==> config.mk <==
export PLATFORM = sky130hd
export DESIGN_NAME = dilate_flat
export DESIGN_NICKNAME = d
export VERILOG_FILES = /design/src/rtl/dilate_if.sv /design/src/rtl/dilate.sv /design/src/flat_wrapper.sv
export SDC_FILE = /design/constraint.sdc
export NUM_CORES = 1
export LEC_CHECK = 0
export BUFFER_PORTS_ARGS = -buffer_cell sky130_fd_sc_hd__buf_2
export CORE_ASPECT_RATIO = 1.1
export CORE_MARGIN = 10
export CORE_UTILIZATION = 57
export DETAILED_ROUTE_END_ITERATION = 6
export PLACE_DENSITY_LB_ADDON = 0.08
export SLEW_MARGIN = 20
export SYNTH_ARGS = -nofsm -noshare
export SYNTH_HDL_FRONTEND = slang
export SYNTH_SLANG_ARGS = --single-unit
==> constraint.sdc <==
create_clock -name PCLK -period 7.83 [get_ports PCLK]
set_clock_uncertainty 0.1 [all_clocks]
set_input_delay 0.783 -clock PCLK [delete_from_list [all_inputs] [get_ports PCLK]]
set_output_delay 0.783 -clock PCLK [all_outputs]
set_load 0.05 [all_outputs]
==> src/rtl/dilate_if.sv <==
// Pixel-stream bundle for the mask dilation stage: VTC counters, input mask
// pixel and dilated output pixel.
interface dilate_if;
    logic [11:0] VtcHCnt;
    logic [10:0] VtcVCnt;
    logic        render_i;
    logic        render_o;

    modport master (output VtcHCnt, VtcVCnt, render_i, input render_o);
    modport slave  (input VtcHCnt, VtcVCnt, render_i, output render_o);
endinterface

==> src/rtl/dilate.sv <==
// 3x3 binary dilation of a VTC-timed mask stream. Two line buffers plus a
// column shift window; output is centred one pixel and one line behind.
module dilate #(
    parameter int H_ACTIVE = 320,
    parameter int V_ACTIVE = 240
) (
    input logic     PCLK,
    input logic     RST_N,
    dilate_if.slave vtc
);
    localparam int          AW     = $clog2(H_ACTIVE);
    localparam logic [11:0] H_LIM  = 12'(H_ACTIVE);
    localparam logic [11:0] H_LAST = 12'(H_ACTIVE - 1);
    localparam logic [10:0] V_LIM  = 11'(V_ACTIVE);

    logic          act;
    logic [AW-1:0] hidx;
    logic          p1, p2, m1, m2, mh1, mh2, mv1, w;
    logic [2:0]    col0;
    logic [2:0]    col1_q, col1_d, col2_q, col2_d;
    logic [1:0]    rows_valid_q, rows_valid_d;
    logic          render_o_q, render_o_d;
    logic          lb1_q [H_ACTIVE];
    logic          lb2_q [H_ACTIVE];

    always_comb begin
        act  = (vtc.VtcHCnt < H_LIM) && (vtc.VtcVCnt < V_LIM);
        hidx = vtc.VtcHCnt[AW-1:0];
        p1   = lb1_q[hidx];
        p2   = lb2_q[hidx];
        mv1  = vtc.VtcVCnt >= 11'd1;
        // Rows only count once fully written since the last frame start/reset
        m1   = mv1 && (rows_valid_q >= 2'd1);
        m2   = (vtc.VtcVCnt >= 11'd2) && (rows_valid_q >= 2'd2);
        mh1  = vtc.VtcHCnt >= 12'd1;
        mh2  = vtc.VtcHCnt >= 12'd2;
        col0 = {p2 & m2, p1 & m1, vtc.render_i};
        w    = (|col0) | (|(col1_q & {3{mh1}})) | (|(col2_q & {3{mh2}}));

        col1_d       = col1_q;
        col2_d       = col2_q;
        rows_valid_d = rows_valid_q;
        if (act) begin
            col2_d = col1_q;
            col1_d = col0;
            if (vtc.VtcHCnt == 12'd0 && vtc.VtcVCnt == 11'd0)
                rows_valid_d = 2'd0;
            else if (vtc.VtcHCnt == H_LAST && rows_valid_q != 2'd2)
                rows_valid_d = rows_valid_q + 2'd1;
        end

        render_o_d = (act && mh1 && mv1) ? w : 1'b0;
    end

    always_ff @(posedge PCLK or negedge RST_N) begin
        if (!RST_N) begin
            col1_q       <= '0;
            col2_q       <= '0;
            rows_valid_q <= '0;
            render_o_q   <= 1'b0;
        end else begin
            col1_q       <= col1_d;
            col2_q       <= col2_d;
            rows_valid_q <= rows_valid_d;
            render_o_q   <= render_o_d;
        end
    end

    // Line buffers are unreset storage; stale content is masked by rows_valid
    always_ff @(posedge PCLK) begin
        if (act) begin
            lb2_q[hidx] <= lb1_q[hidx];
            lb1_q[hidx] <= vtc.render_i;
        end
    end

    assign vtc.render_o = render_o_q;
endmodule

==> src/flat_wrapper.sv <==
// flat-port wrapper written by rule: the top's interface ports become plain ports
module dilate_flat 
#(
    parameter int H_ACTIVE = 320,
    parameter int V_ACTIVE = 240
)
  (PCLK, RST_N, vtc_VtcHCnt, vtc_VtcVCnt, vtc_render_i, vtc_render_o);
  dilate_if vtc_i ();
  input logic PCLK;
  input logic RST_N;
  input wire logic [$bits(vtc_i.VtcHCnt)-1:0] vtc_VtcHCnt;
  input wire logic [$bits(vtc_i.VtcVCnt)-1:0] vtc_VtcVCnt;
  input wire logic [$bits(vtc_i.render_i)-1:0] vtc_render_i;
  output wire logic [$bits(vtc_i.render_o)-1:0] vtc_render_o;
  assign vtc_i.VtcHCnt = vtc_VtcHCnt;
  assign vtc_i.VtcVCnt = vtc_VtcVCnt;
  assign vtc_i.render_i = vtc_render_i;
  assign vtc_render_o = vtc_i.render_o;
  dilate #(.H_ACTIVE(H_ACTIVE), .V_ACTIVE(V_ACTIVE)) u_core (.PCLK(PCLK), .RST_N(RST_N), .vtc(vtc_i));
endmodule
==> impl_metrics.csv, run 1 <==
group,metric,value,unit
sta,setup_tns,0,ns
logic_synthesis,syn-num-nets,1629,
sta,slew_viol_final,0,
place,port_buffers,26,
grt,grt_max_degree,206,
detailed_routing,met2_length,32400,µm
cells_and_area,synthToLayoutAreaGrowth,10.5,%
detailed_routing,vias_per_cell,6.60,
power_and_ir_drop,power_density,250,nW/µm²
logic_synthesis,synth_top_family_by_area,"multiplexers",
detailed_routing,routedWlPerCell,29.9,µm
clock_tree,clkSinkCount,649,
grt,grt_pass1_wl,99100,µm
logic_synthesis,synth_xor_area_share,0,%
cells_and_area,drive_above_1_share,18.4,%
logic_synthesis,synthAdderAreaFrac,0.0934,%
logic_synthesis,avgSynthCellArea,16.7,µm²
grt,grt_usage,24.5,%
place,gp_congestion,0.843,
logic_synthesis,yosysTopAreaCellShare,71.7,%
power_and_ir_drop,p_leak,9.35,nW
cells_and_area,fillerInstances,3328,
logic_synthesis,synth_compound_area_share,3.29,%
clock_tree,cts_buffer_depth,3,
die,die_area,56100,µm²
worst_setup_path,cp-end-kind,"flip-flop",
detailed_routing,totalWireLength,67200,µm
die,die_width,227,µm
die,die_h,247,µm
place,placedCellCount,2137,
clock_tree,htree_num_levels,3,
grt,overflow,0,
logic_synthesis,synthTopCellsByArea,"edfxtp_1 72%, mux4_2 11%, nor2_1 4.6%",
worst_setup_path,cp.required,8.00,ns
place,dpl_cell_area,27400,µm²
cells_and_area,layout_commonest_cell,"edfxtp_1",
sta,max_freq,214,MHz
worst_setup_path,worst_ep_arrival_time,4.84,ns
detailed_routing,drt_iter0_markers,1908,
sta,rsz0062_at_grt,"no",
die,io_pins,27,
worst_setup_path,path_class,"primary input to flip-flop",
grt,antenna_found_initial,0,
run_status,outcome,"completed",
logic_synthesis,yosysSeqAreaShare,72.6,%
detailed_routing,wl_met3,5730,µm
logic_synthesis,ys_seq_elements,649,
sta,finalHoldViolations,0,
cells_and_area,final_cell_area,29600,µm²
hold_path,holdCritPathClass,"flip-flop to flip-flop",
detailed_routing,dr.pass1.iters,6,
die,start_util,57.5,%
sta,setup_violations,0,
place,dp_hpwl,38200,µm
clock_tree,cts_buffers,66,
logic_synthesis,synthCells,1601,
detailed_routing,drc,0,
logic_synthesis,synth_edf_count,640,
clock_tree,cts_tree,"done",
clock_tree,cts_root_buf,"clkbuf_16",
clock_tree,path_clk_slew,0.06,ns
cells_and_area,layout_common_cells,"640 x edfxtp_1, 329 x nor2_1, 128 x mux4_2, 83 x mux2i_1, 73 x clkbuf_16",
sta,worst_slew_pin_slew,1.09,ns
clock_tree,insertion_delay,0.60,ns
logic_synthesis,synth_mux_area_share,14.1,%
detailed_routing,routed-via-count,14800,
logic_synthesis,synthArstFlopShare,1.39,%
grt,first_global_vias,15100,
sta,period_needed,4.68,ns
worst_setup_path,critPathLaunchType,"primary input",
detailed_routing,ant_nets,0,
logic_synthesis,synth-simple-area-share,7.70,%
detailed_routing,wl_met1,26800,µm
logic_synthesis,ys_types,59,
sta,post-route-period-util,59.7,%
detailed_routing,top_layer,"met4",
die,std_cell_rows,83,
cells_and_area,fin_nets,1639,
logic_synthesis,synthFlopType,"edfxtp_1",
job,cap_violations,0,
cells_and_area,fin_util,63.5,%
logic_synthesis,synth_area_leader_cell,"edfxtp_1",
power_and_ir_drop,ir_drop,0.195,mV
worst_setup_path,critPathMaxFanout,92,
die,fp.coreArea,46600,µm²
logic_synthesis,syn_area,26800,µm²
logic_synthesis,synth_warnings,0,
cells_and_area,fin_cells,2250,
sta,slew_headroom,27.4,%
## through the flow
stage | worst slack, ns | hold WS, ns | total power [W]
2_1_floorplan | 1.72 | 0.357 | 0.00420
3_3_place_gp | 2.60 | 0.386 | 0.00433
3_5_place_dp | 2.53 | 0.403 | 0.00433
4_1_cts | 3.16 | 0.414 | 0.00744
5_1_grt | 2.82 | 0.421 | 0.00760
6_report | 3.15 | 0.415 | 0.00740
## flip-flops by register name, summed over array words and instances (netlist names)
name,flops
u_core.col1_q,3
u_core.lb2_q,320
u_core.rows_valid_q,2
u_core.vtc.render_o,1
u_core.col2_q,3
u_core.lb1_q,320
## cells by family (layout without fill, tap and decap cells)
logic type	Yosys count	in the layout
multiplexers	217	217
buffers and inverters	122	175
AO/OA/AOI/OAI	121	121
adder cells (fa/ha/maj)	2	2
other	0	1
AND/OR/NAND/NOR	490	490
flip-flops	649	649
## critical path, stage by stage
cell	delay (ns)
buf_2	0.40
buf_4	0.46
and2_1	0.67
a22oi_1	0.21
a21oi_1	0.35
nor4_1	0.13
nand3b_1	0.25
nand3_4	0.13
buf_4	0.59
buf_4	0.81
## per-layer routing
layer / vias to the layer above / GRT usage (%)
li1: 6248 / -
met1: 7704 / 33.5
met2: 737 / 38.8
met3: 151 / 4.32
met4: 0 / 9.65
met5: - / 0
## cells in the mapped netlist (2+ instances only)
cell type and instances:
a21oi_1 15, mux2i_1 83, clkbuf_1 67, nor3_1 9
a22o_1 9, a221oi_1 4, nand2_1 64, nor2_1 330
a21boi_0 3, mux2_2 6, a22oi_1 46, buf_6 7
nor3b_1 4, buf_8 2, and3_1 3, nand2b_1 6
a211oi_1 4, buf_2 28, buf_4 7, ha_1 2
a311o_1 2, buf_1 5, o21ai_1 3, nor2b_1 11
edfxtp_1 640, inv_1 4, dfrtp_1 9, nor4_1 2
and2_0 2, nand3_1 29, o22ai_1 3, a2111oi_0 3
nand3b_1 2, a31oi_1 6, o21ai_0 9, nand4_1 13
and2_1 8, mux4_2 128, o211ai_1 3
## power breakdown
part           switching [W]  leakage (nW)  internal, W
Clock                0.00126          1.05      0.00188
Sequential       0.000000903          6.03      0.00388
Combinational       0.000269          2.28     0.000120
## repair_timing
item	4_1_cts	5_1_grt
hold buffers	1	0
buffers inserted	0	0
endpoints found under the setup margin	0	0
hold endpoints to repair	9	0
resized for setup	0	0
## path summary, 6_finish.rpt
check,endpoint,slack (ns),cells after the start,startpoint
worst min register to register,u_core.col1_q[2],0.41,2,u_core.col1_q[2]
worst min-delay path,u_core.col1_q[2],0.41,2,u_core.col1_q[2]
worst max-delay path,u_core.lb2_q[271],3.15,10,vtc_VtcHCnt[3]
max in group asynchronous,u_core.col1_q[1],6.96,2,RST_N
worst max register to register,u_core.lb2_q[271],4.06,9,u_core.lb1_q[178]
min in group asynchronous,u_core.col1_q[2],0.48,2,RST_N
## final cells by class
class	instances	area, µm²	share of cell area, %
Sequential cell	649	19400	65.7
Multi-Input combinational cell	830	6810	23.0
Clock buffer	87	1880	6.35
Tap cell	595	744	2.52
Timing Repair Buffer	58	438	1.48
Clock inverter	24	262	0.884
Inverter	6	22.5	0.0761
Antenna cell	1	2.50	0.00845
(Power assumes the default switching activity.)
==> inputs of run 2 (changes only) <==
CORE_UTILIZATION = 60   (was 57)
clock period = 4.4 ns   (was 7.83 ns; I/O delays follow)
==> run 2 against run 1 <==
  * The flow now finishes with violations (DRC)
  * Sequential power rose by 78%
  * Clock power up 61%
  * Via count increased by 2.8%
  * Design area increased by 1.1%
  * Worst setup slack lost 2.1 ns
  * Global-route usage grew 1.0 points
  * Utilization up 4.1 points
  * Routed wire length grew 2.1%
  * Power up 72%
==> impl_metrics.csv, run 2 (synthesized netlist as in run 1, its figures left out) <==
group,metric,value,unit
run_status,outcome,"finished with violations",
run_status,violations,"DRC",
sta,slew_headroom,44.2,%
place,dp_hpwl,43400,µm
place,port_buffers,26,
detailed_routing,met2_length,33400,µm
cells_and_area,layout_common_cells,"640 x edfxtp_1, 330 x nor2_1, 128 x mux4_2, 86 x buf_4, 83 x mux2i_1",
power_and_ir_drop,ir_drop,0.406,mV
die,die_width,221,µm
power_and_ir_drop,p_seq_share,54.3,%
die,std_cell_rows,81,
worst_setup_path,cp.required,4.78,ns
die,die_h,242,µm
job,cap_violations,0,
detailed_routing,routed-via-count,15200,
clock_tree,cts_resized,0,
sta,max_freq,303,MHz
grt,grt_pass1_wl,101000,µm
power_and_ir_drop,power_density,424,nW/µm²
detailed_routing,top_layer,"met4",
sta,period_needed,3.30,ns
worst_setup_path,cpMostUsedCell,"buf_4",
power_and_ir_drop,netSwitchingFraction,21.5,%
power_and_ir_drop,p_int,0.00997,W
cells_and_area,synthToLayoutAreaGrowth,11.7,%
clock_tree,clkSinkCount,649,
sta,setup_violations,0,
worst_setup_path,max_stage_delay,0.51,ns
worst_setup_path,critPathMaxFanout,31,
worst_setup_path,critical_path.endpoint,"u_core.vtc.render_o",
cells_and_area,final_cell_area,29900,µm²
sta,timing.hold.ws,0.102,ns
cells_and_area,diodes,0,
grt,antenna_found_initial,0,
die,die_area,53500,µm²
worst_setup_path,worst_ep_arrival_time,3.68,ns
sta,finalHoldViolations,0,
power_and_ir_drop,switching_power,0.00273,W
power_and_ir_drop,clockPowerShare,39.8,%
clock_tree,insertion_delay,0.63,ns
worst_setup_path,critPathLaunchType,"primary input",
detailed_routing,drt_iter0_markers,2110,
worst_setup_path,rrSetupSlack,1.33,ns
detailed_routing,wl_met3,6590,µm
power_and_ir_drop,p_leak,9.56,nW
clock_tree,path_clk_slew,0.06,ns
cells_and_area,layout_commonest_cell,"edfxtp_1",
worst_setup_path,path_class,"primary input to flip-flop",
clock_tree,cts_tree,"done",
worst_setup_path,r2r_start,"u_core.lb1_q[175]",
cells_and_area,fillerInstances,2939,
cells_and_area,top_regs,"u_core.lb1_q: 320 flops, u_core.lb2_q: 320 flops",
worst_setup_path,cp-end-kind,"flip-flop",
place,dpl_cell_area,28000,µm²
detailed_routing,vias_per_cell,6.62,
die,fp.coreArea,44300,µm²
detailed_routing,totalWireLength,68600,µm
place,gp_congestion,0.926,
die,start_util,60.5,%
clock_tree,postCtsSetupRepairBufs,0,
sta,rsz0062_at_grt,"no",
clock_tree,cts_root_buf,"clkbuf_16",
clock_tree,cts_buffers,61,
clock_tree,cts_buffer_depth,3,
detailed_routing,dr.pass1.iters,7,
detailed_routing,wl_met1,26300,µm
cells_and_area,fin_nets,1701,
clock_tree,htree_num_levels,2,
worst_setup_path,startpoint,"vtc_VtcHCnt[0]",
detailed_routing,drc,2,
sta,slew_viol_final,0,
worst_setup_path,cp_slowest_cell,"mux4_2",
die,io_pins,27,
grt,grt_max_degree,154,
cells_and_area,drive_above_1_share,20.6,%
detailed_routing,routedWlPerCell,29.8,µm
worst_setup_path,path_cells,"clkbuf_8, buf_12, buf_4, buf_4, mux4_2, nand3_1, nand2_1, a2111oi_2, o2111ai_1, nand4b_4, o31ai_2, a31oi_1",
power_and_ir_drop,combPwrFrac,5.9,%
detailed_routing,ant_nets,0,
grt,first_global_vias,15200,
worst_setup_path,reg2reg_depth,8,
hold_path,holdCritPathClass,"primary input to asynchronous set/reset pin",
worst_setup_path,reg2reg_to,"u_core.lb2_q[115]",
sta,post-route-period-util,75.0,%
sta,worst_slew_pin_slew,0.835,ns
clock_tree,cts_hold_buf,1,
grt,grt_usage,25.5,%
sta,setup_tns,0,ns
grt,overflow,0,
## run 2: cell types whose count changed in the layout (fill, tap and decap cells not counted), sizes merged
cell and delta:
bufinv -1, clkbuf -18, buf +67, clkinv +13
inv +2, diode -1, clkinvlp +6
## run 2: worst min path at each step
stage                      from             endpoint  slack, ns  cells past startpoint
after floorplan           RST_N     u_core.col1_q[0]       0.04                      0
after global placement    RST_N     u_core.col2_q[0]       0.20                      1
after detailed placement  RST_N  u_core.vtc.render_o       0.20                      1
after CTS                 RST_N  u_core.vtc.render_o       0.08                      2
after global routing      RST_N  u_core.vtc.render_o       0.11                      2
final                     RST_N  u_core.vtc.render_o       0.10                      2
## run 2: stage by stage
| step | worst slack (ns) | std cells | power, W | utilization, % |
|---|---|---|---|---|
| after CTS | 1.13 | 2304 | 0.0127 | 67.6 |
| after floorplan | 0.0494 | 1601 | 0.00746 | - |
| final | 1.10 | 2304 | 0.0127 | 67.6 |
| after global placement | 0.586 | 2190 | 0.00775 | 63.2 |
| after global routing | 0.856 | 2304 | 0.0130 | 67.6 |
| after detailed placement | 0.497 | 2190 | 0.00776 | 63.2 |
## run 2: cell type report
type,instances,area [µm²],area share [%]
repair buffers,125,1050,3.52
well taps,581,727,2.43
clock inverters,44,350,1.17
clock buffers,69,1560,5.20
multi-input cells,830,6770,22.6
inverters,6,22.5,0.0753
flip-flops and latches,649,19400,65.0
## run 2: power by group through the flow
stage                     logic, W  registers, W  clock network, W
after floorplan           0.000413       0.00705                 0
after global placement    0.000731       0.00702                 0
after detailed placement  0.000741       0.00702                 0
after CTS                 0.000746       0.00689           0.00510
after global routing      0.000796       0.00689           0.00535
final                     0.000750       0.00689           0.00506
## run 2: layer usage
layer	GRT usage, %	vias to the layer above
met4	9.65	0
met2	40.7	883
li1	-	6384
met1	34.5	7836
met3	4.87	146
met5	0	-
## run 2: worst max-delay path, delay by kind of cell
family / cells / cell delay [ns]
compound gates: 4 / 1.22
buf+inv: 4 / 1.05
mux: 1 / 0.51
simple gates: 3 / 0.43
